`src/rtl/memo_write_arbiter.sv`:
```
// Round-robin write arbiter for one shared register written by NREQ requesters.
// Supports locked multi-cycle ownership. All outputs come straight from registers.
module memo_write_arbiter #(
  parameter  int NREQ  = 4,
  parameter  int WIDTH = 8,
  localparam int IDXW  = $clog2(NREQ)
) (
  input  logic                  clk,
  input  logic                  rst_n,
  input  logic [NREQ-1:0]       req,
  input  logic [NREQ-1:0]       lock,
  input  logic [NREQ*WIDTH-1:0] wdata,
  output logic [NREQ-1:0]       gnt,
  output logic [IDXW-1:0]       owner,
  output logic [WIDTH-1:0]      q,
  output logic                  q_valid
);

  typedef enum logic {IDLE, HELD} state_t;

  state_t            state_reg, state_next;
  logic [IDXW-1:0]   ptr_reg, ptr_next;
  logic [NREQ-1:0]   gnt_reg, gnt_next;
  logic [IDXW-1:0]   owner_reg, owner_next;
  logic [WIDTH-1:0]  q_reg, q_next;
  logic              q_valid_reg, q_valid_next;

  logic [WIDTH-1:0]  wdata_arr [NREQ];
  logic              found;
  logic [IDXW-1:0]   win;
  logic [IDXW:0]     cand;

  for (genvar gi = 0; gi < NREQ; gi++) begin : g_unpack
    assign wdata_arr[gi] = wdata[gi*WIDTH +: WIDTH];
  end

  // First set request scanning from ptr, wrapping modulo NREQ (cand never reaches NREQ).
  always_comb begin
    found = 1'b0;
    win   = ptr_reg;
    cand  = '0;
    for (int k = 0; k < NREQ; k++) begin
      cand = {1'b0, ptr_reg} + (IDXW+1)'(k);
      if (cand >= (IDXW+1)'(NREQ))
        cand = cand - (IDXW+1)'(NREQ);
      if (!found && req[cand[IDXW-1:0]]) begin
        found = 1'b1;
        win   = cand[IDXW-1:0];
      end
    end
  end

  always_comb begin
    state_next   = state_reg;
    ptr_next     = ptr_reg;
    gnt_next     = gnt_reg;
    owner_next   = owner_reg;
    q_next       = q_reg;
    q_valid_next = 1'b0;
    case (state_reg)
      IDLE: begin
        if (found) begin
          gnt_next     = NREQ'(1) << win;
          owner_next   = win;
          q_next       = wdata_arr[win];
          q_valid_next = 1'b1;
          ptr_next     = (win == IDXW'(NREQ-1)) ? '0 : win + IDXW'(1);
          if (lock[win])
            state_next = HELD;
        end else begin
          gnt_next = '0;
        end
      end
      HELD: begin
        if (req[owner_reg] && lock[owner_reg]) begin
          q_next       = wdata_arr[owner_reg];
          q_valid_next = 1'b1;
        end else begin
          // Release edge: no arbitration here, so the next grant is one cycle later.
          state_next = IDLE;
          gnt_next   = '0;
        end
      end
      default: begin
        state_next = IDLE;
        gnt_next   = '0;
      end
    endcase
  end

  always_ff @(posedge clk or negedge rst_n) begin
    if (!rst_n) begin
      state_reg   <= IDLE;
      ptr_reg     <= '0;
      gnt_reg     <= '0;
      owner_reg   <= '0;
      q_reg       <= '0;
      q_valid_reg <= 1'b0;
    end else begin
      state_reg   <= state_next;
      ptr_reg     <= ptr_next;
      gnt_reg     <= gnt_next;
      owner_reg   <= owner_next;
      q_reg       <= q_next;
      q_valid_reg <= q_valid_next;
    end
  end

  assign gnt     = gnt_reg;
  assign owner   = owner_reg;
  assign q       = q_reg;
  assign q_valid = q_valid_reg;

endmodule

```
`config.mk`:
```
export PLATFORM = sky130hd
export DESIGN_NAME = memo_write_arbiter
export DESIGN_NICKNAME = d
export VERILOG_FILES = /design/src/rtl/memo_write_arbiter.sv
export SDC_FILE = /design/constraint.sdc
export NUM_CORES = 1
export LEC_CHECK = 0
export ABC_AREA = 0
export CAP_MARGIN = 20
export CORE_MARGIN = 2
export CORE_UTILIZATION = 25
export DETAILED_ROUTE_END_ITERATION = 10
export PLACE_DENSITY = 0.6
export SLEW_MARGIN = 20
export SYNTH_ARGS = -nofsm -noshare
export SYNTH_HDL_FRONTEND = slang
export SYNTH_SLANG_ARGS = --single-unit
```
`constraint.sdc`:
```
create_clock -name clk -period 3.6 [get_ports clk]
set_input_delay 0.54 -clock clk [delete_from_list [all_inputs] [get_ports clk]]
set_output_delay 0.54 -clock clk [all_outputs]
set_load 0.01 [all_outputs]
```
==> results_dict.tcl <==
set metrics [dict create \
    start_kind "primary input" \
    diodes 0 \
    die_w_um 78.2 \
    fmaxAchievable_mhz 380 \
    synth_cell_types 29 \
    grt_pass1_vias 1266 \
    min_path_type "reg -> reg" \
    relSlewSlack_pct 45.7 \
    p_leak_nw 0.899 \
    dieArea_mm2 0.00611 \
    drt-initial-drc-count 33 \
    synth.area.top_cells "dfrtp_1 (33%), mux4_2 (23%), mux4_1 (5.7%)" \
    netlist_instances 120 \
    gp_congestion 0.717 \
    syn_area_per_cell_um2 11.5 \
    grt_overflow 0 \
    num_io_pins 57 \
    ys_seq_elements 18 \
    remaining_drc_errors 0 \
    portBuffers 56 \
    crit_type "in -> reg" \
    rows 27 \
    cts_resized 0 \
    cts_setup_buffers 0 \
    cts_tree "built" \
    synth_area_leader_cell "dfrtp_1" \
    ctsHoldBuffers 0 \
    setup_violations 0 \
    drt_first_pass_iters 4 \
    clk_path_buf_depth 2 \
    drive_above_1_share_pct 14.3 \
    crit_slowest_cell "clkdlybuf4s50_1" \
    grt_pass1_wl_mm 6.03 \
    via_per_inst 4.70 \
    max-vdd-ir-drop_mv 0.211 \
    initial_core_util_pct 25.4 \
    clk_latency_ns 0.25 \
    worstMarginPinSlew_ns 0.812 \
    total_power_w 0.00147 \
    arrival_ns 2.78 \
    fillCellCount 532 \
    ys_warn_count 0 \
    finalHoldViolations 0 \
    clk_pin_slew_worst_paths_ns 0.07 \
    dp_hpwl_mm 2.65 \
    holdWs_ns 0.507 \
    cellPowerDensity_mw_per_mm2 712 \
    syn_nets 166 \
    grt_use_total_pct 12.4 \
    die_h_um 78.2 \
    end_kind "register" \
    finalWorstPathRequiredPeriod_ns 2.63 \
    cp.required_ns 3.74 \
    largest_reg_flops 8 \
    clock_sinks 18 \
    htreeDepth 1 \
    ant_nets 0 \
    cts_buffers 3 \
    vias 1161 \
    routedWlPerCell_um 14.5 \
    post-route-period-util_pct 73.1 \
    skew_ns 0.000671 \
    totalWireLength_mm 3.58 \
    clock_tree.root_cell "clkbuf_8" \
    async_flop_share_pct 100 \
    synth.cell_area_mm2 0.00138 \
    antenna_found_initial 0 \
    rsz0062_at_grt "false" \
    outcome "complete, no violations" \
    synth_edf_count 0 \
    seq_area_frac_synth_pct 32.8 \
    fin_nets 222 \
    core_area_mm2 0.00541 \
    slew_viol_final 0 \
    path_cells "clkdlybuf4s50_1 -> nor2b_1 -> a21oi_1 -> o221ai_2 -> buf_4 -> mux4_1 -> a211o_1" \
    ys.flop_type "dfrtp_1" \
    setup_tns_ns 0 \
    area_growth_pct 49.8 \
    cap_viol_max_count 0 \
    max_stage_delay_ns 0.59 \
    grt_max_degree 20 \
    netlist.area_leader.share_pct 32.8 \
    crit_fanout 13 \
    final_core_util_pct 38.1 \
]
==> metrics by stage <==
step | setup slack [ns] | instance area, um^2 | std cells
6_report | 0.967 | 2060 | 247
5_1_grt | 0.815 | 2060 | 247
4_1_cts | 0.966 | 2060 | 247
3_5_place_dp | 0.698 | 2000 | 243
3_3_place_gp | 0.773 | 2000 | 243
2_1_floorplan | 1.50 | 1380 | 120
==> worst max-delay path: cells and delay by family <==
kind / cells / cell delay [ns]
buf+inv: 2 / 0.86
mux: 1 / 0.59
compound gates: 3 / 0.53
simple gates: 1 / 0.24
==> cells in the final DEF (no fill, tap or decap) <==
cell,instances
inv_1,14
o22ai_1,1
nor2b_1,1
clkbuf_8,4
o221ai_2,1
mux4_2,14
mux4_1,3
ha_1,4
o21ai_0,3
nand3_1,2
a211o_1,8
nand2b_1,2
nor4_1,1
dfrtp_1,18
a21oi_1,2
a21o_1,2
o211ai_1,2
buf_4,3
a22oi_2,1
clkdlybuf4s50_1,56
nand2_1,6
a2111oi_2,1
nor2_1,10
and3_1,9
a31o_2,1
a22o_1,4
o21a_1,1
nor3b_1,1
==> kinds of logic (layout without fill, tap and decap cells) <==
| family | Yosys count | after routing | synth area share (%) |
|---|---|---|---|
| DFF | 18 | 18 | 32.8 |
| AOI/OAI and AO/OA | 27 | 27 | 16.4 |
| muxes | 17 | 17 | 28.7 |
| buffers and inverters | 22 | 77 | 7.01 |
| and+or+nand+nor | 32 | 32 | 11.6 |
| adders and majority gates | 4 | 4 | 3.64 |
==> layer usage <==
metal	global-route usage [%]	vias to the layer above	share of wire, %	wire length (um)
met3	0.805	6	3.9	140
met4	5.79	0	2.2	78
met1	16.4	552	46	1650
met5	0	-	0	0
met2	20.8	34	48	1700
li1	-	569	-	-
==> power breakdown <==
part / internal (W) / leakage [nW] / switching [W] / total [W]
clock network: 0.0000971 / 0.0288 / 0.0000708 / 0.000168
registers: 0.000306 / 0.218 / 0.000129 / 0.000436
logic: 0.000514 / 0.652 / 0.000349 / 0.000863
total: 0.000918 / 0.899 / 0.000549 / 0.00147
==> cell usage after synthesis (all sizes together), types with 2 or more instances <==
library cell and n:
a21oi 2, inv 14, dfrtp 18, buf 4
nand2 6, clkbuf 4, a22o 4, ha 4
a211o 8, o211ai 2, o21ai 3, nand2b 2
nand3 2, mux4 17, a21o 2, nor2 10
and3 9
==> final timing paths <==
check	startpoint	endpoint	slack [ns]	cells after the start
setup reg to reg	ptr_reg[0]	q[6]	1.44	6
setup / recovery	req[2]	q[6]	0.97	7
hold / removal	gnt[2]	gnt[2]	0.51	1
min in group asynchronous	rst_n	q_valid	0.75	1
hold reg to reg	gnt[2]	gnt[2]	0.51	1
max in group asynchronous	rst_n	gnt[1]	2.34	1
==> layout make-up <==
cell class | instances | area [um^2] | share of cell area, %
clock buffer | 4 | 55.1 | 2.67
timing repair buffer | 59 | 583 | 28.3
multi-input combinational | 80 | 828 | 40.2
tap | 72 | 90.1 | 4.37
sequential | 18 | 450 | 21.9
inverter | 14 | 52.6 | 2.55
Power figures use the tool's default switching activity.
